==> config.mk <==
export PLATFORM = sky130hd
export DESIGN_NAME = mem_writeback
export DESIGN_NICKNAME = d
export VERILOG_FILES = /design/src/rtl/riscv_pkg.sv /design/src/rtl/load_extract.sv /design/src/rtl/mem_writeback.sv
export SDC_FILE = /design/constraint.sdc
export NUM_CORES = 1
export LEC_CHECK = 0
export BUFFER_PORTS_ARGS = -buffer_cell sky130_fd_sc_hd__buf_4
export CORE_AREA = 2 2 117 119
export DETAILED_ROUTE_END_ITERATION = 8
export DIE_AREA = 0 0 119 121
export PLACE_DENSITY_LB_ADDON = 0.12
export RECOVER_POWER = 25
export SETUP_SLACK_MARGIN = 0.05
export SYNTH_ARGS = -nofsm -noshare
export SYNTH_HDL_FRONTEND = slang
export SYNTH_HIERARCHICAL = 1
export SYNTH_SLANG_ARGS = --single-unit
==> constraint.sdc <==
create_clock -name clk -period 1.8 [get_ports clk]
set_input_delay 0.18 -clock clk [delete_from_list [all_inputs] [get_ports clk]]
set_output_delay 0.18 -clock clk [all_outputs]
set_load 0.05 [all_outputs]
==> src/rtl/riscv_pkg.sv <==
// Shared encodings for the memory/writeback stage: opcodes, funct3 codes,
// FSM states and the small alignment/byte-lane helpers.
package riscv_pkg;

  localparam logic [6:0] OPC_LOAD   = 7'b0000011;
  localparam logic [6:0] OPC_STORE  = 7'b0100011;
  localparam logic [6:0] OPC_JAL    = 7'b1101111;
  localparam logic [6:0] OPC_JALR   = 7'b1100111;
  localparam logic [6:0] OPC_LUI    = 7'b0110111;
  localparam logic [6:0] OPC_AUIPC  = 7'b0010111;
  localparam logic [6:0] OPC_OP     = 7'b0110011;
  localparam logic [6:0] OPC_OP_IMM = 7'b0010011;

  localparam logic [2:0] F3_LB  = 3'b000;
  localparam logic [2:0] F3_LH  = 3'b001;
  localparam logic [2:0] F3_LW  = 3'b010;
  localparam logic [2:0] F3_LBU = 3'b100;
  localparam logic [2:0] F3_LHU = 3'b101;
  localparam logic [2:0] F3_SB  = 3'b000;
  localparam logic [2:0] F3_SH  = 3'b001;
  localparam logic [2:0] F3_SW  = 3'b010;

  typedef enum logic {
    ST_IDLE      = 1'b0,
    ST_WAIT_RESP = 1'b1
  } mem_state_t;

  typedef enum logic [1:0] {
    WB_NONE = 2'd0,
    WB_ALU  = 2'd1,
    WB_PC4  = 2'd2,
    WB_LOAD = 2'd3
  } wb_sel_t;

  // size is funct3[1:0]: 0 = byte, 1 = halfword, otherwise word
  function automatic logic access_aligned(input logic [1:0] size, input logic [1:0] addr_lo);
    case (size)
      2'b00:   return 1'b1;
      2'b01:   return ~addr_lo[0];
      default: return addr_lo == 2'b00;
    endcase
  endfunction

  function automatic logic [3:0] byte_mask(input logic [1:0] size, input logic [1:0] addr_lo);
    case (size)
      2'b00:   return 4'b0001 << addr_lo;
      2'b01:   return 4'b0011 << addr_lo;
      default: return 4'b1111;
    endcase
  endfunction

endpackage

==> src/rtl/load_extract.sv <==
// Picks the addressed byte/halfword out of a load word and sign- or
// zero-extends it according to funct3.
module load_extract
  import riscv_pkg::*;
#(
  parameter int XLEN = 32
) (
  input  logic [XLEN-1:0] rdata,
  input  logic [1:0]      addr_lo,
  input  logic [2:0]      funct3,
  output logic [XLEN-1:0] result
);

  logic [XLEN-1:0] shifted;

  assign shifted = rdata >> {addr_lo, 3'b000};

  always_comb begin
    result = shifted;
    case (funct3)
      F3_LB:   result = {{(XLEN-8){shifted[7]}}, shifted[7:0]};
      F3_LH:   result = {{(XLEN-16){shifted[15]}}, shifted[15:0]};
      F3_LBU:  result = {{(XLEN-8){1'b0}}, shifted[7:0]};
      F3_LHU:  result = {{(XLEN-16){1'b0}}, shifted[15:0]};
      default: result = shifted;
    endcase
  end

endmodule

==> src/rtl/mem_writeback.sv <==
// Memory/writeback stage: issues data-memory requests, stalls the pipeline
// while memory is busy, and produces the writeback and forwarding values.
module mem_writeback
  import riscv_pkg::*;
#(
  parameter int XLEN = 32
) (
  input  logic            clk,
  input  logic            rst,
  input  logic [XLEN-1:0] ALU_out_reg,
  input  logic [XLEN-1:0] PC_addr_Execute,
  input  logic [31:0]     Inst_Execute,
  input  logic [XLEN-1:0] Data_W,
  output logic [XLEN-1:0] DMem_addr,
  output logic [XLEN-1:0] DMem_wdata,
  output logic [3:0]      DMem_we,
  output logic            DMem_req,
  input  logic            DMem_ready,
  input  logic            DMem_rvalid,
  input  logic [XLEN-1:0] DMem_rdata,
  output logic            Stall,
  output logic            Misaligned,
  output logic            RegWEn,
  output logic [4:0]      RD_addr,
  output logic [XLEN-1:0] Data_D,
  output logic [XLEN-1:0] Data_D_ff1
);

  logic [6:0]      opcode;
  logic [2:0]      funct3;
  logic [1:0]      addr_lo;
  logic            is_load;
  logic            is_store;
  logic            mem_op;
  logic            aligned;
  wb_sel_t         wb_sel;
  mem_state_t      state;
  logic            stall;
  logic            req;
  logic            misaligned;
  logic [XLEN-1:0] load_data;
  logic [XLEN-1:0] wb_value;
  logic            unused_inst_bits;

  assign opcode           = Inst_Execute[6:0];
  assign funct3           = Inst_Execute[14:12];
  assign RD_addr          = Inst_Execute[11:7];
  assign addr_lo          = ALU_out_reg[1:0];
  assign unused_inst_bits = ^Inst_Execute[31:15];

  assign is_load  = opcode == OPC_LOAD;
  assign is_store = opcode == OPC_STORE;
  assign mem_op   = is_load | is_store;
  assign aligned  = access_aligned(funct3[1:0], addr_lo);

  always_comb begin
    wb_sel = WB_NONE;
    case (opcode)
      OPC_LOAD:                              wb_sel = WB_LOAD;
      OPC_JAL, OPC_JALR:                     wb_sel = WB_PC4;
      OPC_LUI, OPC_AUIPC, OPC_OP, OPC_OP_IMM: wb_sel = WB_ALU;
      default:                               wb_sel = WB_NONE;
    endcase
  end

  // Requests go out combinationally from IDLE; a load always stalls at least
  // one cycle because its data can only arrive after the request is accepted.
  always_comb begin
    req        = 1'b0;
    stall      = 1'b0;
    misaligned = 1'b0;
    if (!rst) begin
      case (state)
        ST_IDLE: begin
          if (mem_op) begin
            if (!aligned) begin
              misaligned = 1'b1;
            end else begin
              req   = 1'b1;
              stall = is_load | ~DMem_ready;
            end
          end
        end
        ST_WAIT_RESP: stall = ~DMem_rvalid;
        default: ;
      endcase
    end
  end

  always_ff @(posedge clk or posedge rst) begin
    if (rst) begin
      state <= ST_IDLE;
    end else begin
      case (state)
        ST_IDLE:      if (req && is_load && DMem_ready) state <= ST_WAIT_RESP;
        ST_WAIT_RESP: if (DMem_rvalid) state <= ST_IDLE;
        default:      state <= ST_IDLE;
      endcase
    end
  end

  load_extract #(.XLEN(XLEN)) u_load_extract (
    .rdata   (DMem_rdata),
    .addr_lo (addr_lo),
    .funct3  (funct3),
    .result  (load_data)
  );

  always_comb begin
    wb_value = ALU_out_reg;
    case (wb_sel)
      WB_LOAD: wb_value = load_data;
      WB_PC4:  wb_value = PC_addr_Execute + XLEN'(4);
      default: wb_value = ALU_out_reg;
    endcase
  end

  // Stores replicate the datum into every lane; the byte enables pick the lane.
  always_comb begin
    case (funct3[1:0])
      2'b00:   DMem_wdata = {4{Data_W[7:0]}};
      2'b01:   DMem_wdata = {2{Data_W[15:0]}};
      default: DMem_wdata = Data_W;
    endcase
  end

  assign DMem_addr  = {ALU_out_reg[XLEN-1:2], 2'b00};
  assign DMem_we    = is_store ? byte_mask(funct3[1:0], addr_lo) : 4'b0000;
  assign DMem_req   = req;
  assign Stall      = stall;
  assign Misaligned = misaligned;
  assign Data_D     = wb_value;
  assign RegWEn     = ~rst & (wb_sel != WB_NONE) & (RD_addr != 5'd0) & ~stall & ~misaligned;

  // Only retired values reach the second forwarding path.
  always_ff @(posedge clk or posedge rst) begin
    if (rst) begin
      Data_D_ff1 <= '0;
    end else if (!stall) begin
      Data_D_ff1 <= wb_value;
    end
  end

endmodule

==> results of run 1 <==
-- stage by stage --
step           instance area, sq um  TNS, ns  hold slack (ns)    util
6_report                       8213   -6.610           0.1701  0.6277
5_1_grt                        8213   -8.584           0.1672  0.6277
3_3_place_gp                   7162   -10.13           0.3773  0.5473
4_1_cts                        7903   -4.617          0.08396  0.6039
2_1_floorplan                  4562   -4.135           0.3127       -
3_5_place_dp                   7162   -10.42           0.3930  0.5473
-- area by class of cell --
class                      count  area share
clock buffer                   5     0.01523
timing repair buffer         409      0.4417
sequential                    33      0.1005
tap                          176     0.02681
multi-input combinational    397      0.4095
clock inverter                 3    0.002133
inverter                       8    0.004113
-- kinds of logic after synthesis --
logic type,count (synthesis)
other,1
muxes,64
adders and majority gates,1
AOI/OAI and AO/OA,134
xor gates and xnor gates,11
buffers and inverters,83
and+or+nand+nor,185
DFF,33
-- layout by cell type, fill, tap and decap left out, types with 8 or more instances in the layout --
cell and instances:
mux2_2 32, dfrtp_1 33, nand2_2 8, clkbuf_16 8, o21ai_2 10, a211oi_1 11, nand3_1 10, buf_12 12
buf_8 25, nor3_1 9, buf_6 32, buf_4 330, o21ai_4 9, a31oi_1 10, xnor2_1 9, nand2_4 15
nor2_1 40, nand2_1 38, a22oi_2 25, o21ai_1 13, mux2i_1 23, a21oi_1 11
-- sequential cells by signal (all words and copies together) (netlist names) --
signal	count
state	1
Data_D_ff1	32
-- synthesized netlist by cell type (4+ instances only) --
cell      instances
a211oi_1         14
a21oi_1          12
a221o_1           5
a22oi_1          25
a31oi_1          16
and4_1            4
buf_2            12
buf_4            47
clkbuf_1         12
dfrtp_1          33
inv_1             8
mux2_2           36
mux2i_1          28
nand2_1          61
nand2b_1          4
nand3_1          14
nand3b_1          6
nor2_1           43
nor2b_1           8
nor3_1           11
nor4_1           11
o21ai_0          32
o21ai_1           4
o31a_1            4
or4_1             6
xnor2_1           9
-- path summary, 6_finish.rpt --
kind	start	end	slack, ns	depth (start not counted)
min reg2reg	state	state	0.51	2
max reg2reg	state	Data_D_ff1[1]	0.20	6
max	PC_addr_Execute[3]	Data_D[28]	-0.25	9
min	DMem_rvalid	state	0.17	3
max in group asynchronous	rst	Data_D_ff1[12]	0.92	3
min in group asynchronous	rst	state	0.27	3
-- power groups by stage --
stage	logic, mW	registers [mW]	clock network [mW]
after global routing	2.27	0.818	0.928
after detailed placement	2.01	0.826	0
after floorplan	1.07	0.980	0
after CTS	2.13	0.813	0.899
final	2.17	0.813	0.886
after global placement	1.99	0.824	0
-- tightest hold or removal path: stages --
cell	delay, ns
buf_4	0.08
nand2b_1	0.11
nand2_1	0.05
-- repair_timing --
item / CTS / global route
hold endpoints to repair: 0 / 0
gates cloned: 5 / 4
pin swaps: 38 / 18
resized for setup: 108 / 44
setup endpoints to repair: 34 / 56
setup buffers: 11 / 9
-- layer usage --
layer  up-vias  GRT usage
met5         -          0
met4         0    0.06473
met3        24    0.04699
met2       244     0.4813
met1      2607     0.3305
li1       2535          -
==> metrics.md, run 1 <==
| Metric | Value |
|---|---|
| Crit path cell chain | `buf_8 > ha_4 > nand3_4 > or4_4 > buf_8 > o31a_1 > o21ai_2 > nand2_4 > buf_8` |
| Top Metal Used | `met4` |
| Total Die Area | `about 14000 sq um` |
| Vias in the first global route | `around 5.4k` |
| Syn Inst Count | `a little over 500` |
| Critical path class | `in -> out` |
| Worst-margin pin slew | `~1 ns` |
| Power, Total | `3.870 mW` |
| Unrepaired setup endpoints after global routing | `true` |
| Core Box Area | `~13000 sq um` |
| Final setup viols | `57` |
| Failing checks | `setup timing` |
| Total routed wirelength | `between 20 and 25 mm` |
| Root Driver | `clkbuf_16` |
| CTS tree | `yes` |
| Io pins | `305` |
| Pwr/cell area | `about 470 nW/um^2` |
| Worst setup EP type | `output pin` |
| DIE WIDTH | `between 100 and 150 um` |
| Seq/Total Area, Yosys | `0.2071` |
| Clock latency on the worst-skew pair | `between 0.2 and 0.3 ns` |
| Clock Power Share | `0.229` |
| Buf/Inv on CP | `3` |
| Global Route Usage Sum | `0.2674` |
| Worst path arrival time | `approximately 1.9 ns` |
| Layout cell share with drive strength beyond 1 | `0.6702` |
| Global-route wire length before repair | `~30 mm` |
| Final setup skew | `0.007173 ns` |
| P_leak | `~3.8 nW` |
| Clk buf depth | `2` |
| Max IR drop VDD | `307.3 uV` |
| Hold Path Class | `in -> reg` |
| DR vias/cell | `between 5 and 6` |
| Flop pwr share | `0.210` |
| FP Rows | `42` |
| Synth Area in Adders | `0.003138` |
| Largest family of logic cells by synthesized area | `simple AND/OR/NAND/NOR gates` |
| MaxCap Viol Count | `0` |
| Metal1 wirelength | `8.538 mm` |
| Syn-to-layout area delta | `106.0%` |
| Syn. warnings | `6` |
| Total CTS buffers | `5` |
| Share of async-settable or async-resettable flops after synthesis | `1.000` |
| Final Cycle Share | `1.141` |
| DR iter-0 viols | `roughly 270` |
| Final Max Tran Viols | `0` |
| Synth top area cells | `dfrtp_1 21%, mux2_2 10%, buf_4 8.8%, mux2i_1 7.0%, nand2_1 5.7%` |
| Fill cells | `1118` |
| Placed Cells | `997` |
| Synth Area in Simple Gates | `0.2316` |
| DRT Pass-1 Iters | `4` |
| Grt ovf | `0` |
| CP peak stage delay | `about 0.56 ns` |
| Comb power frac | `0.561` |
| Largest net degree at the start of global routing | `34` |
| Switch Pwr | `1.704 mW` |
| Initial Util | `0.3047` |
| Synth Area in Compound Gates | `0.2309` |
| Buffers on Ports | `285` |
| Top FF cell, synth | `dfrtp_1` |
| Met3 routed WL | `~1.3 mm` |
| Met2 WL | `around 10 mm` |
| Cell accounting for the most synthesized area | `dfrtp_1` |
| Sw Ratio | `0.4404` |
| HPWL after DPL | `approximately 16 mm` |
| Dpl ws | `-0.2935 ns` |
| Reg clk slew, reported paths | `~0.07 ns` |
| Clock sink count | `33` |
| Crit path max fanout | `5` |
| Post-route minimum period | `just over 2 ns` |
| Run status | `complete, but fails checks` |
| Area share of the largest cell type after synthesis | `0.2071` |
| Netlist cell types | `just under 60` |
| Number of synthesized register bits | `33` |
| Top cell by count, worst path | `buf_8` |
| Post-Syn Area | `about 4000 sq um` |
| Antenna diode count | `0` |
| Vias | `5410` |
| Multi-input logic area | `roughly 3400 sq um` |
| Number of enable flip-flop cells after synthesis | `0` |
| Reg area | `a little over 800 sq um` |
| Routability Congestion | `approximately 0.9` |
| Max_slew headroom | `0.3379` |
| Chip height | `between 100 and 150 um` |
| Nets | `approximately 1k` |
| Syn Area/Cell | `7.788 sq um` |
| DRT antenna net count | `0` |
| Initial antenna violation count | `0` |
| Fmax | `~0.5 GHz` |
| Hold-fix buffers, CTS | `0` |
| Xor and xnor area share after synthesis | `0.02416` |
| Drt wl/cell | `around 20 um` |
| Residual DRC | `0` |
| Startpoint types | `input pin` |
| Final hold vios | `0` |
| Non-Filler Instances | `between 1k and 1.5k` |
| Internal Power | `2.166 mW` |
| Setup WS post-layout | `-0.2543 ns` |
| H-tree depth | `2` |
| CP top delay family | `simple AND/OR/NAND/NOR gates` |
| Crit-path slowest cell | `or4_4` |
| CP required | `~1.6 ns` |
| Share of synthesized area spent on multiplexers | `0.1719` |
Note: power is estimated with default switching activity, not from simulation.
==> run 2: changes to the inputs <==
Settings changed: BUFFER_PORTS_ARGS -buffer_cell sky130_fd_sc_hd__buf_4 to default, CORE_AREA 2 2 117 119 to 2 2 120 122, DIE_AREA 0 0 119 121 to 0 0 122 124, DONT_BUFFER_PORTS from default to 1, TNS_END_PERCENT from default to 1.
Clock period 1.8 ns to 2.4 ns, I/O delays scaled along.
==> run 2 against run 1 <==
  * Global-route usage decreased by 5.6 points
  * Clock skew down 0.0035 ns
  * Non-clock buffer count is 345 lower
  * Design area fell by 44%
  * Setup slack improved by 0.38 ns
  * Flip-flop and latch count is the same
  * Final cell count shrank 33%
  * Combinational power down 67%
  * Die area up 5.1%
  * The run ends with capacitance limit, slew limit left
  * Clock-buffer cell count increased by 3
  * Core utilization decreased by 29 points
  * Hold slack got worse by 0.072 ns
==> metrics.md, run 2 (same netlist as run 1, synthesis figures left out) <==
| Metric | Value |
|---|---|
| Syn-to-layout area delta | `15.37%` |
| Vias | `slightly below 4k` |
| Top cell by count, worst path | `buf_4` |
| Unrepaired setup endpoints after global routing | `false` |
| Hold Path Class | `in -> reg` |
| Global-route wire length before repair | `23.65 mm` |
| Total Die Area | `15130 sq um` |
| Hold Slack | `slightly below 0.1 ns` |
| DRT antenna net count | `0` |
| Worst setup EP type | `output pin` |
| DIE WIDTH | `about 120 um` |
| Most common cell after layout, fill and taps aside | `nand2_1` |
| CP peak stage delay | `approximately 0.55 ns` |
| DR vias/cell | `about 5.7` |
| Global Route Usage Sum | `0.2110` |
| Biggest register | `Data_D_ff1` |
| H-tree depth | `2` |
| Initial antenna violation count | `0` |
| Placed Cells | `around 700` |
| Buffers on Ports | `0` |
| Layout cell share with drive strength beyond 1 | `0.2431` |
| Routability Congestion | `~0.83` |
| Biggest registers after layout | `Data_D_ff1 (32), state (1)` |
| Critical path class | `in -> out` |
| Most frequent cells in the layout | `61 x nand2_1, 45 x buf_4, 42 x nor2_1, 36 x mux2_2, 33 x dfrtp_1` |
| Setup Buffers After CTS | `0` |
| Run status | `complete, but fails checks` |
| Pwr/cell area | `between 400 and 500 nW/um^2` |
| Largest register FFs | `32` |
| P_leak | `~1.9 nW` |
| Startpoint types | `input pin` |
| Reg clk slew, reported paths | `0.06 ns` |
| Worst path arrival time | `between 2 and 2.5 ns` |
| HPWL after DPL | `about 14 mm` |
| Vias in the first global route | `around 3.9k` |
| Chip height | `between 100 and 150 um` |
| Final Cycle Share | `0.9459` |
| Failing checks | `capacitance limit, slew limit` |
| Crit path cell chain | `or4_4 > a21o_2 > buf_4 > a22oi_1 > o21ai_1 > buf_4` |
| DR iter-0 viols | `260` |
| Clock latency on the worst-skew pair | `~0.28 ns` |
| CP required | `around 2.2 ns` |
| Max IR drop VDD | `between 200 and 300 uV` |
| Clock sink count | `33` |
| Antenna diode count | `0` |
| Buf/Inv on CP | `2` |
| DRT Pass-1 Iters | `4` |
| Residual DRC | `0` |
| Non-Filler Instances | `690` |
| Crit-path slowest cell | `or4_4` |
| Initial Util | `0.2907` |
| Final setup viols | `0` |
| Fmax | `between 0.4 and 0.5 GHz` |
| Grt ovf | `0` |
| Setup TNS | `0 ns` |
| Post-route minimum period | `about 2.3 ns` |
| Total CTS buffers | `5` |
| Final hold vios | `0` |
| Core Box Area | `between 10000 and 15000 sq um` |
| Final setup skew | `~0.0037 ns` |
| CTS tree | `yes` |
| Final Max Tran Viols | `34` |
| Max_slew headroom | `-0.3930` |
| CP top delay family | `compound AO/OA/AOI/OAI gates` |
| Clk buf depth | `2` |
| MaxCap Viol Count | `1` |
| Worst-margin pin slew | `between 2 and 2.5 ns` |
| Io pins | `just over 300` |
| Crit path max fanout | `16` |
| Total routed wirelength | `16.77 mm` |
| Nets | `roughly 670` |
| Drt wl/cell | `about 24 um` |
| Root Driver | `clkbuf_16` |
| Largest net degree at the start of global routing | `44` |
| FP Rows | `43` |
| Power, Total | `roughly 2.1 mW` |
==> run 2: cell count changes in the layout (fill, tap and decap cells not counted), sizes merged <==
| cell | delta |
|---|---|
| clkinv | -2 |
| clkbuf | -3 |
| buf | -339 |
| clkinvlp | -1 |
==> run 2: report_power, final <==
group / switching, mW / internal, mW / total [mW]
Clock: 0.238 / 0.386 / 0.624
Sequential: 0.147 / 0.588 / 0.735
Combinational: 0.464 / 0.259 / 0.724
==> run 2: final timing paths <==
check | start | end | slack (ns) | cells after the start
max reg2reg | state | Data_D_ff1[6] | 0.62 | 5
min | DMem_ready | state | 0.1 | 2
max | Inst_Execute[3] | Data_D[7] | 0.13 | 6
min reg2reg | state | state | 0.53 | 2
min in group asynchronous | rst | Data_D_ff1[0] | 0.63 | 2
max in group asynchronous | rst | Data_D_ff1[14] | 0.57 | 2
==> run 2: routing by layer <==
layer	track usage	part of all wire
met1	0.2381	0.38
met2	0.3925	0.52
met5	0	0
met3	0.07005	0.10
met4	0.03305	0.0063
==> run 2: layout make-up <==
| cell class | instances | area [sq um] |
|---|---|---|
| clock buffer | 8 | 136.4 |
| fill | 1473 | 9119 |
| inverter | 8 | 33.78 |
| multi-input combinational | 397 | 2678 |
| sequential | 33 | 825.8 |
| tap | 180 | 225.2 |
| timing repair buffer | 64 | 701.9 |
==> run 2: repair_timing <==
action	in CTS	in global routing
pin swaps	0	0
resized for setup	1	1
gates cloned	0	0
hold buffers	0	0
endpoints found under the setup margin	1	4
==> run 2: worst reg2reg max path, stage by stage, from the launching register on <==
cell	delay [ns]
dfrtp_1	0.38
nor2_1	0.14
o2111a_2	0.47
a21oi_4	0.14
buf_12	0.20
mux2_2	0.33
==> run 2: metrics by stage <==
step | setup WS (ns) | instance area [sq um] | utilization
6_report | 0.1299 | 4601 | 0.3353
5_1_grt | 0.08204 | 4601 | 0.3353
4_1_cts | 0.1209 | 4601 | 0.3353
3_5_place_dp | 0.03642 | 4463 | 0.3253
3_3_place_gp | 0.1009 | 4463 | 0.3253
2_1_floorplan | -0.8302 | 4029 | -
